## src/rtl/reorder_fifo_pkg.sv

```systemverilog
// reorder_fifo_pkg: record layout shared by dispatch, commit and the reorder FIFO.
// Field offsets index into the packed record {pc, rd0, is_branch, is_su, is_csr, is_ecall, is_ebreak, is_mret}.
package reorder_fifo_pkg;
    localparam int RB          = 1;
    localparam int RD0_W       = 5 + RB;
    localparam int PC_W        = 64;
    localparam int FLAG_W      = 6;
    localparam int INFO_DW     = PC_W + RD0_W + FLAG_W;
    localparam int MRET_BIT    = 0;
    localparam int EBREAK_BIT  = 1;
    localparam int ECALL_BIT   = 2;
    localparam int CSR_BIT     = 3;
    localparam int SU_BIT      = 4;
    localparam int BRANCH_BIT  = 5;
    localparam int RD0_LSB     = FLAG_W;
    localparam int PC_LSB      = FLAG_W + RD0_W;
endpackage

```

## src/rtl/reorder_store.sv

```systemverilog
// reorder_store: DEPTH x DW flop array with one write port and one asynchronous read port.
// Contents are deliberately not reset; the pointers alone define validity.
module reorder_store
    import reorder_fifo_pkg::*;
#(
    parameter int DW = INFO_DW,
    parameter int AW = 4
) (
    input  logic          CLK,
    input  logic          we,
    input  logic [AW-1:0] waddr,
    input  logic [DW-1:0] wdata,
    input  logic [AW-1:0] raddr,
    output logic [DW-1:0] rdata
);
    logic [DW-1:0] mem [2**AW];

    always_ff @(posedge CLK) begin
        if (we) mem[waddr] <= wdata;
    end

    assign rdata = mem[raddr];
endmodule

```

## src/rtl/reorder_fifo.sv

```systemverilog
// reorder_fifo: in-order reorder buffer between dispatch and commit; flush clears all in-flight records.
// Define REORDER_FIFO_STAT_EN to add the occupancy (cnt) and high-water-mark (hwm) outputs.
module reorder_fifo
    import reorder_fifo_pkg::*;
#(
    parameter int DW = INFO_DW,
    parameter int AW = 4
) (
    input  logic          CLK,
    input  logic          RSTn,
    input  logic          flush,
    input  logic          reOrder_fifo_push,
    input  logic [DW-1:0] dispat_info,
    output logic          reOrder_fifo_full,
    input  logic          reOrder_fifo_pop,
    output logic          reOrder_fifo_empty,
    output logic [DW-1:0] commit_fifo
`ifdef REORDER_FIFO_STAT_EN
    ,
    output logic [AW:0]   reOrder_fifo_cnt,
    output logic [AW:0]   reOrder_fifo_hwm
`endif
);
    logic [AW:0] wr_ptr, rd_ptr;
    logic        push_ok, pop_ok;

    // Wrap bit distinguishes full from empty when the index bits match.
    assign reOrder_fifo_empty = wr_ptr == rd_ptr;
    assign reOrder_fifo_full  = (wr_ptr[AW] != rd_ptr[AW]) && (wr_ptr[AW-1:0] == rd_ptr[AW-1:0]);
    assign push_ok = reOrder_fifo_push && !reOrder_fifo_full && !flush;
    assign pop_ok  = reOrder_fifo_pop && !reOrder_fifo_empty && !flush;

    always_ff @(posedge CLK or negedge RSTn) begin
        if (!RSTn) begin
            wr_ptr <= '0;
            rd_ptr <= '0;
        end else if (flush) begin
            wr_ptr <= '0;
            rd_ptr <= '0;
        end else begin
            wr_ptr <= wr_ptr + (AW+1)'(push_ok);
            rd_ptr <= rd_ptr + (AW+1)'(pop_ok);
        end
    end

    reorder_store #(.DW(DW), .AW(AW)) u_store (
        .CLK   (CLK),
        .we    (push_ok),
        .waddr (wr_ptr[AW-1:0]),
        .wdata (dispat_info),
        .raddr (rd_ptr[AW-1:0]),
        .rdata (commit_fifo)
    );

`ifdef REORDER_FIFO_STAT_EN
    assign reOrder_fifo_cnt = wr_ptr - rd_ptr;

    always_ff @(posedge CLK or negedge RSTn) begin
        if (!RSTn) reOrder_fifo_hwm <= '0;
        else if (reOrder_fifo_cnt > reOrder_fifo_hwm) reOrder_fifo_hwm <= reOrder_fifo_cnt;
    end
`endif

    a_push_full: assert property (@(posedge CLK) disable iff (!RSTn) !(reOrder_fifo_push && reOrder_fifo_full))
        else $warning("reorder_fifo: push while full was ignored");
    a_pop_empty: assert property (@(posedge CLK) disable iff (!RSTn) !(reOrder_fifo_pop && reOrder_fifo_empty))
        else $warning("reorder_fifo: pop while empty was ignored");
endmodule

```

## config.mk

```make
export PLATFORM = sky130hd
export DESIGN_NAME = reorder_fifo
export DESIGN_NICKNAME = d
export VERILOG_FILES = /design/src/rtl/reorder_fifo_pkg.sv /design/src/rtl/reorder_store.sv /design/src/rtl/reorder_fifo.sv
export SDC_FILE = /design/constraint.sdc
export NUM_CORES = 1
export LEC_CHECK = 0
export CORE_UTILIZATION = 30
export CTS_CLUSTER_DIAMETER = 80
export DETAILED_ROUTE_END_ITERATION = 10
export PLACE_DENSITY_LB_ADDON = 0.1
export REMOVE_ABC_BUFFERS = 1
export SYNTH_ARGS = -nofsm -noshare
export SYNTH_HDL_FRONTEND = slang
export SYNTH_HIERARCHICAL = 1
export SYNTH_SLANG_ARGS = --single-unit
```

## constraint.sdc

```tcl
create_clock -name CLK -period 9.4 [get_ports CLK]
set_input_delay 1.41 -clock CLK [delete_from_list [all_inputs] [get_ports CLK]]
set_output_delay 1.41 -clock CLK [all_outputs]
set_load 0.01 [all_outputs]
```

==> results_dict.tcl, run 1 <==
set metrics [dict create \
    grt_pass1_vias 22900 \
    place_area_um2 50100 \
    synth_top_area_share_pct 79.4 \
    antenna_found_initial 9 \
    num-nets-final 2248 \
    synthDistinctLibCells 24 \
    crit_path_max_incr_delay_ns 1.08 \
    yosysWarnings 6 \
    cts_resized 0 \
    via_count 20900 \
    crit_slowest_cell "dfrtp_4" \
    grt_usage_pct 14.9 \
    n_antenna_cell 0 \
    drt_wl_total_mm 114 \
    timing.rr.start "rd_ptr[0]" \
    power_density_nw_per_um2 212 \
    viasPerCell 4.86 \
    start_util_pct 30.2 \
    hpwl_mm 58.8 \
    port_buffers 158 \
    setup_viol 0 \
    fin_util_pct 35.7 \
    cp-end-kind "output pin" \
    h-tree-depth 4 \
    ys_top_cells_by_area "edfxtp_1, mux4_2, a22oi_1, nand2_1, dfrtp_1" \
    yosysMostFrequentCell "edfxtp_1" \
    dp_slack_ns 3.95 \
    crit_chain "buf_4, mux4_2, a22oi_1, nand2_1, clkdlybuf4s50_1" \
    areaGrowthSynthToFinish_pct 18.0 \
    tns_ns 0 \
    globalplace.congestion 0.687 \
    peakVddDrop_mv 0.170 \
    slew_headroom_pct 24.1 \
    netlist_instances 1925 \
    crit_arrival_ns 4.40 \
    post_cts_buffers 0 \
    grt_pass1_wl_mm 166 \
    drv_cap 0 \
    cts_buffers 136 \
    cts_num_sinks 1226 \
    slew_violations 0 \
    hold_viol 0 \
    firstDrtPassIters 7 \
    max_freq_ghz 0.172 \
    holdBufCountCts 0 \
    critPathTopFamily "buffers and inverters" \
    crit_buf_inv 2 \
    critical_path.startpoint "rd_ptr[0]" \
    synth-async-reset-ratio_pct 0.816 \
    die_w_um 394 \
    synth_edf_count 1216 \
    syn_avg_cell_area_um2 23.9 \
    drcViolationCount 0 \
    synthTopCellsByCount "edfxtp_1, mux4_2, a22oi_1" \
    fin_crit_sh_pct 61.8 \
    setup_ws_ns 3.59 \
    fin_cells 4294 \
    die_h_um 394 \
    path_clk_slew_ns 0.06 \
    tightest_slew_ns 1.14 \
    io_pins 159 \
    rrSetupSlack_ns 4.66 \
    syn-cell-area_um2 46000 \
    grt_overflow 0 \
    grt_max_degree 137 \
    drive_above_1_share_pct 24.4 \
    ys_seq_area_share_pct 80.0 \
    drt_iter0_drc 1418 \
    rr_endpoint "u_store/mem[14][51]" \
    cts_root_buffer "clkbuf_16" \
    critPathLaunchType "flip-flop" \
    yosys.area.top_type "edfxtp_1" \
    min_path_type "reg -> reg" \
    row_count 143 \
    min_period_ns 5.81 \
    clock_path_buffers 3 \
    dieArea_um2 155000 \
    clk_latency_ns 0.77 \
    dpl.cell_count 4055 \
    cts_tree "done" \
    endpoint "commit_fifo[35]" \
    fin_skew_ns 0.0229 \
    criticalPathCategory "reg -> out" \
    cp.required_ns 7.99 \
    stdcell_area_um2 54300 \
    synthFlopType "edfxtp_1" \
    leakage_nw 16.2 \
    wl_per_cell_um 26.5 \
    ys_ff_latch 1226 \
    crit_fanout 44 \
    r2r_cells 7 \
    status "finished, final reports clean" \
    detail-route-antenna-nets 0 \
    cp.depth 5 \
    core_area_um2 152000 \
    rsz0062_at_grt "no" \
]
state kept, by name, summed over array words and instances, names as in the netlist:
name,flops
u_store/mem,1216
rd_ptr,5
wr_ptr,5
through the flow:
step           power (mW)  hold WS, ns
3_3_place_gp         6.63        0.580
5_1_grt              11.9        0.648
3_5_place_dp         6.64        0.603
6_report             11.5        0.612
4_1_cts              11.7        0.619
2_1_floorplan        6.49        0.561
layout make-up:
| cell class | instances | area (µm²) |
|---|---|---|
| Timing Repair Buffer | 202 | 2000 |
| Multi-Input combinational cell | 597 | 8810 |
| Clock buffer | 174 | 3650 |
| Clock inverter | 65 | 489 |
| Tap cell | 2030 | 2540 |
| Fill cell | 14000 | 97800 |
| Sequential cell | 1226 | 36800 |
worst min-delay path by stage:
stage / start / to / depth (start not counted)
2_1_floorplan: wr_ptr[4] / wr_ptr[4] / 2
3_3_place_gp: wr_ptr[4] / wr_ptr[4] / 2
3_5_place_dp: rd_ptr[4] / rd_ptr[4] / 2
4_1_cts: rd_ptr[4] / rd_ptr[4] / 2
5_1_grt: rd_ptr[4] / rd_ptr[4] / 2
6_report: rd_ptr[4] / rd_ptr[4] / 2
where the power goes:
group	internal (mW)	switching, mW	total (mW)
Sequential	6.04	0.0160	6.06
Clock	2.88	2.09	4.97
Combinational	0.211	0.240	0.451
Total	9.13	2.35	11.5
layer usage:
layer | routed length [µm] | GRT usage, % | vias to the layer above | share of wire (%)
met1 | 51500 | 20.2 | 11500 | 45
met3 | 4630 | 3.19 | 176 | 4.1
met4 | 2210 | 3.89 | 6 | 1.9
li1 | - | - | 8779 | -
met2 | 55600 | 24.2 | 413 | 49
met5 | 35 | 0 | - | 0.031
cell families (layout without fill, tap and decap cells):
group / after synthesis / count (layout) / share of synthesized area, %
simple gates: 123 / 123 / 1.13
mux: 304 / 304 / 14.9
buf+inv: 102 / 441 / 1.18
xor+xnor: 12 / 12 / 0.229
compound gates: 154 / 154 / 2.50
fa+ha+maj: 4 / 4 / 0.109
flops: 1226 / 1226 / 80.0
tightest hold or removal path, cell delays in order, from the launching register on:
cell and delay (ns):
dfrtp_1 0.40, xor2_1 0.09, nor2_1 0.08
cells in the final DEF (no fill, tap or decap), drive strengths merged, types with 6 or more instances in the layout:
master            n
a22oi           152
nand2            77
inv               9
nor2             21
clkbuf          174
dfrtp            10
nor2b             6
clkinv           48
buf              44
xnor2             7
edfxtp         1216
clkdlybuf4s50   158
mux4            304
Power figures use the tool's default switching activity.
==> run 2: changes to the inputs <==
==> constraint.sdc (replaced) <==
create_clock -name CLK -period 5.25 [get_ports CLK]
set_input_delay 0.7875 -clock CLK [delete_from_list [all_inputs] [get_ports CLK]]
set_output_delay 0.7875 -clock CLK [all_outputs]
set_load 0.01 [all_outputs]
==> results_dict.tcl, run 2 (synthesis gave the netlist of run 1 again) <==
set metrics [dict create \
    status "finished, final reports clean" \
    drv_cap 0 \
    hpwl_mm 62.6 \
    crit_fanout 37 \
    row_count 143 \
    num-nets-final 2277 \
    tns_ns 0 \
    rsz0062_at_grt "no" \
    grt_busiest_layer "met2" \
    crit_arrival_ns 3.71 \
    firstDrtPassIters 5 \
    drt_wl_total_mm 123 \
    tightest_slew_ns 1.15 \
    drcViolationCount 0 \
    max_freq_ghz 0.222 \
    hold_viol 0 \
    via_count 21300 \
    wl_per_cell_um 28.4 \
    met2_usage_pct 26.0 \
    grt_use_met3_pct 3.11 \
    slew_headroom_pct 23.2 \
    post_cts_buffers 0 \
    cp-end-kind "output pin" \
    r2r_cells 6 \
    drive_above_1_share_pct 25.3 \
    globalplace.congestion 0.677 \
    n_antenna_cell 0 \
    use_met1_pct 22.1 \
    peakVddDrop_mv 0.317 \
    clock_path_buffers 3 \
    cts_num_sinks 1226 \
    reg.largest.list "u_store/mem x1216, rd_ptr x5, wr_ptr x5" \
    fin_crit_sh_pct 85.7 \
    holdBufCountCts 0 \
    path_clk_slew_ns 0.06 \
    critPathLaunchType "flip-flop" \
    drt_iter0_drc 1443 \
    antenna_found_initial 12 \
    h-tree-depth 4 \
    cts_tree "done" \
    grt_pass1_vias 23400 \
    criticalPathCategory "reg -> out" \
    cts_resized 0 \
    setup_viol 0 \
    grt_max_degree 105 \
    power_mw 20.8 \
    cp.required_ns 4.46 \
    leakage_nw 16.5 \
    cts_buffers 139 \
    cts_root_buffer "clkbuf_16" \
    min_path_type "in -> async" \
    io_pins 159 \
    dieArea_um2 155000 \
    final_cell_mix "edfxtp_1, mux4_2, clkdlybuf4s50_1, a22oi_1, clkbuf_16" \
    die_h_um 394 \
    clk_latency_ns 0.75 \
    areaGrowthSynthToFinish_pct 19.6 \
    die_w_um 394 \
    port_buffers 158 \
    grt_overflow 0 \
    slew_violations 0 \
    regMostFlops "u_store/mem" \
    power_density_nw_per_um2 379 \
    start_util_pct 30.2 \
    largest_reg_flops 1216 \
    grt_usage_pct 16.0 \
    layout_commonest_cell "edfxtp_1" \
    core_area_um2 152000 \
    min_period_ns 4.50 \
    fin_skew_ns 0.0250 \
    grt_pass1_wl_mm 176 \
    viasPerCell 4.91 \
    detail-route-antenna-nets 0 \
]
==> run 2: changes by cell type in the layout (fill, tap and decap cells not counted), moves of 2 or more <==
cell	delta
buf_12	+33
buf_4	-9
bufinv_16	+2
clkbuf_1	-6
clkbuf_16	+2
clkinv_1	+12
clkinv_8	-2
clkinvlp_4	-2
inv_6	+5
==> run 2: metrics by stage <==
step	hold WS, ns	cell area (µm²)	worst slack (ns)	utilization [%]	std cells
6_report	0.362	55000	0.750	36.2	4331
5_1_grt	0.353	55000	0.479	36.2	4331
4_1_cts	0.318	55000	0.575	36.2	4331
3_5_place_dp	0.594	50700	0.818	33.4	4081
3_3_place_gp	0.594	50700	0.862	33.3	4079
2_1_floorplan	0.492	45400	-13.36	-	1823
==> run 2: layout make-up <==
type / instances / area, µm²
fillers: 13900 / 97100
flip-flops and latches: 1226 / 36800
multi-input cells: 597 / 8810
clock buffers: 171 / 3690
repair buffers: 228 / 2620
well taps: 2030 / 2540
clock inverters: 79 / 577
==> run 2: path summary, 6_finish.rpt <==
kind | startpoint | slack [ns] | endpoint
setup / recovery | rd_ptr[0] | 0.75 | commit_fifo[53]
hold / removal | RSTn | 0.36 | wr_ptr[4]
setup reg to reg | rd_ptr[0] | 1.48 | u_store/mem[0][10]
hold reg to reg | rd_ptr[4] | 0.61 | rd_ptr[4]
max in group asynchronous | RSTn | 4.50 | rd_ptr[1]
min in group CLK | rd_ptr[4] | 0.61 | rd_ptr[4]
==> run 2: metal layers <==
metal / wire [µm] / up-vias
li1: - / 8852
met1: 55700 / 11800
met2: 60300 / 396
met3: 4810 / 158
met4: 2000 / 16
met5: 102 / -
==> run 2: report_power, final <==
group | switching [mW] | total [mW] | internal [mW]
logic | 0.438 | 0.825 | 0.387
registers | 0.0194 | 10.8 | 10.8
clock network | 3.83 | 9.16 | 5.33
total | 4.28 | 20.8 | 16.5
==> run 2: worst max-delay path: stages, from the launching register on <==
cell and delay (ns):
dfrtp_4 0.64, buf_4 0.70, mux4_2 0.59, a22oi_1 0.23
nand2_1 0.21, clkdlybuf4s50_1 0.54
==> run 3: changes to the inputs <==
--- a/config.mk
+++ b/config.mk
@@ -8,6 +8,7 @@
 export CORE_UTILIZATION = 30
 export CTS_CLUSTER_DIAMETER = 80
 export DETAILED_ROUTE_END_ITERATION = 10
+export GPL_ROUTABILITY_DRIVEN = 0
 export PLACE_DENSITY_LB_ADDON = 0.1
 export REMOVE_ABC_BUFFERS = 1
 export SYNTH_ARGS = -nofsm -noshare
==> constraint.sdc (replaced) <==
create_clock -name CLK -period 4.2 [get_ports CLK]
set_input_delay 0.63 -clock CLK [delete_from_list [all_inputs] [get_ports CLK]]
set_output_delay 0.63 -clock CLK [all_outputs]
set_load 0.01 [all_outputs]
==> results_dict.tcl, run 3 (synthesis gave the netlist of run 1 again) <==
set metrics [dict create \
    status "finished, final reports clean" \
    setup_viol 0 \
    reg.largest.list "u_store/mem x1216, rd_ptr x5, wr_ptr x5" \
    r2r_cells 7 \
    drt_wl_total_mm 119 \
    fin_util_pct 36.1 \
    crit_slowest_cell "dfrtp_4" \
    io_pins 159 \
    grt_usage_pct 15.4 \
    detail-route-antenna-nets 0 \
    crit_chain "buf_12, buf_16, mux4_2, a22oi_1, nand2_1, clkdlybuf4s50_1" \
    endpoint "commit_fifo[6]" \
    drv_cap 0 \
    die_h_um 394 \
    n_fill_cell 14000 \
    row_count 143 \
    critPathLaunchType "flip-flop" \
    swShare_pct 20.1 \
    peakVddDrop_mv 0.294 \
    grt_overflow 0 \
    max_freq_ghz 0.248 \
    dieArea_um2 155000 \
    tightest_slew_ns 0.821 \
    cts_num_sinks 1226 \
    wl_per_cell_um 27.5 \
    min_path_type "in -> async" \
    num-nets-final 2276 \
    grt_pass1_wl_mm 170 \
    start_util_pct 30.2 \
    cts_tree "done" \
    clock_path_buffers 3 \
    fin_skew_ns 0.0154 \
    crit_arrival_ns 3.40 \
    clockPowerShare_pct 43.1 \
    cp.required_ns 3.57 \
    critical_path.startpoint "rd_ptr[0]" \
    dp_slack_ns 0.771 \
    multiInputGateArea_um2 8810 \
    p_int_mw 20.5 \
    path_clk_slew_ns 0.06 \
    port_buffers 158 \
    via_count 21200 \
    register_area_um2 36800 \
    core_area_um2 152000 \
    leakage_nw 16.5 \
    viasPerCell 4.91 \
    largest_reg_flops 1216 \
    rsz0062_at_grt "yes" \
    layout_commonest_cell "edfxtp_1" \
    rr_endpoint "u_store/mem[0][17]" \
    crit_fanout 40 \
    timing.rr.start "rd_ptr[0]" \
    areaGrowthSynthToFinish_pct 19.5 \
    cts_buffers 135 \
    clk_latency_ns 0.75 \
    hold_viol 0 \
    cp-end-kind "output pin" \
    drt_iter0_drc 1708 \
    setup_ws_ns 0.165 \
    crit_path_max_incr_delay_ns 0.64 \
    fin_crit_sh_pct 96.1 \
    comb_power_share_pct 4.0 \
    antenna_found_initial 12 \
    net-switching-power_mw 5.15 \
    drive_above_1_share_pct 25.0 \
    h-tree-depth 4 \
    drcViolationCount 0 \
    min_period_ns 4.03 \
    die_w_um 394 \
    power_density_nw_per_um2 467 \
    regMostFlops "u_store/mem" \
    cts_root_buffer "clkbuf_16" \
    criticalPathCategory "reg -> out" \
    slew_headroom_pct 45.3 \
    slew_violations 0 \
    final_cell_mix "edfxtp_1, mux4_2, clkdlybuf4s50_1, a22oi_1, clkbuf_16" \
    grt_max_degree 77 \
    rrSetupSlack_ns 0.87 \
    hpwl_mm 59.0 \
    grt_pass1_vias 23200 \
    power_frac_seq_pct 52.8 \
    firstDrtPassIters 7 \
]
## run 3: changes by cell type in the layout (fill, tap and decap cells not counted), moves of 3 or more
| cell | delta |
|---|---|
| clkinv_2 | -3 |
| buf_12 | +6 |
| clkinv_1 | -9 |
| clkbuf_1 | +4 |
| buf_4 | -4 |
| diode_2 | +4 |
| inv_6 | -12 |
## run 3: worst min path at each step
stage / start / end / slack (ns) / depth (start not counted)
global route: RSTn / rd_ptr[4] / 0.20 / 1
CTS: RSTn / wr_ptr[4] / 0.17 / 1
detailed placement: wr_ptr[4] / wr_ptr[4] / 0.60 / 2
floorplan: RSTn / rd_ptr[0] / 0.33 / 0
global placement: rd_ptr[4] / rd_ptr[4] / 0.59 / 2
finish: RSTn / wr_ptr[3] / 0.23 / 1
## run 3: critical path, delay by kind of cell (launching register included)
family                 cells  cell delay (ns)
buffers and inverters      3             1.02
flip-flops                 1             0.64
multiplexers               1             0.54
AO/OA/AOI/OAI              1             0.29
AND/OR/NAND/NOR            1             0.10
## run 3: repair_timing
item / 4_1_cts / 5_1_grt
pin swaps: 0 / 0
endpoints found under the setup margin: 5 / 5
hold buffers: 0 / 0
gates resized for setup: 0 / 3
setup buffers: 4 / 0
## run 3: metal layers
layer	wire [µm]	GRT usage [%]	up-vias
met5	45	0	-
met4	2310	4.50	6
met3	4770	2.79	152
met2	55400	23.9	458
met1	56000	22.2	11800
li1	-	-	8834
## run 3: power groups by stage
stage	logic, mW	clock network (mW)	registers [mW]
after floorplan	0.632	0	13.9
after global placement	1.04	0	13.8
after detailed placement	1.06	0	13.8
after CTS	1.07	11.4	13.5
after global routing	1.14	11.8	13.5
final	1.04	11.1	13.5
## run 3: cell type report
class                      count  share of cell area, %
clock inverter                55                  0.699
tap                         2030                   4.62
multi-input combinational    597                   16.0
antenna                        4                 0.0182
timing repair buffer         231                   5.00
clock buffer                 174                   6.72
sequential                  1226                   66.9
## run 3: through the flow
stage / hold WS, ns / power [mW] / instance area [µm²] / setup TNS, ns / instances
2_1_floorplan: 0.334 / 14.5 / 45400 / - / 1823
3_3_place_gp: 0.590 / 14.8 / 50800 / 0 / 4080
3_5_place_dp: 0.595 / 14.9 / 50800 / 0 / 4080
4_1_cts: 0.172 / 26.0 / 54900 / 0 / 4313
5_1_grt: 0.200 / 26.5 / 55000 / -0.0160 / 4315
6_report: 0.230 / 25.6 / 55000 / 0 / 4317
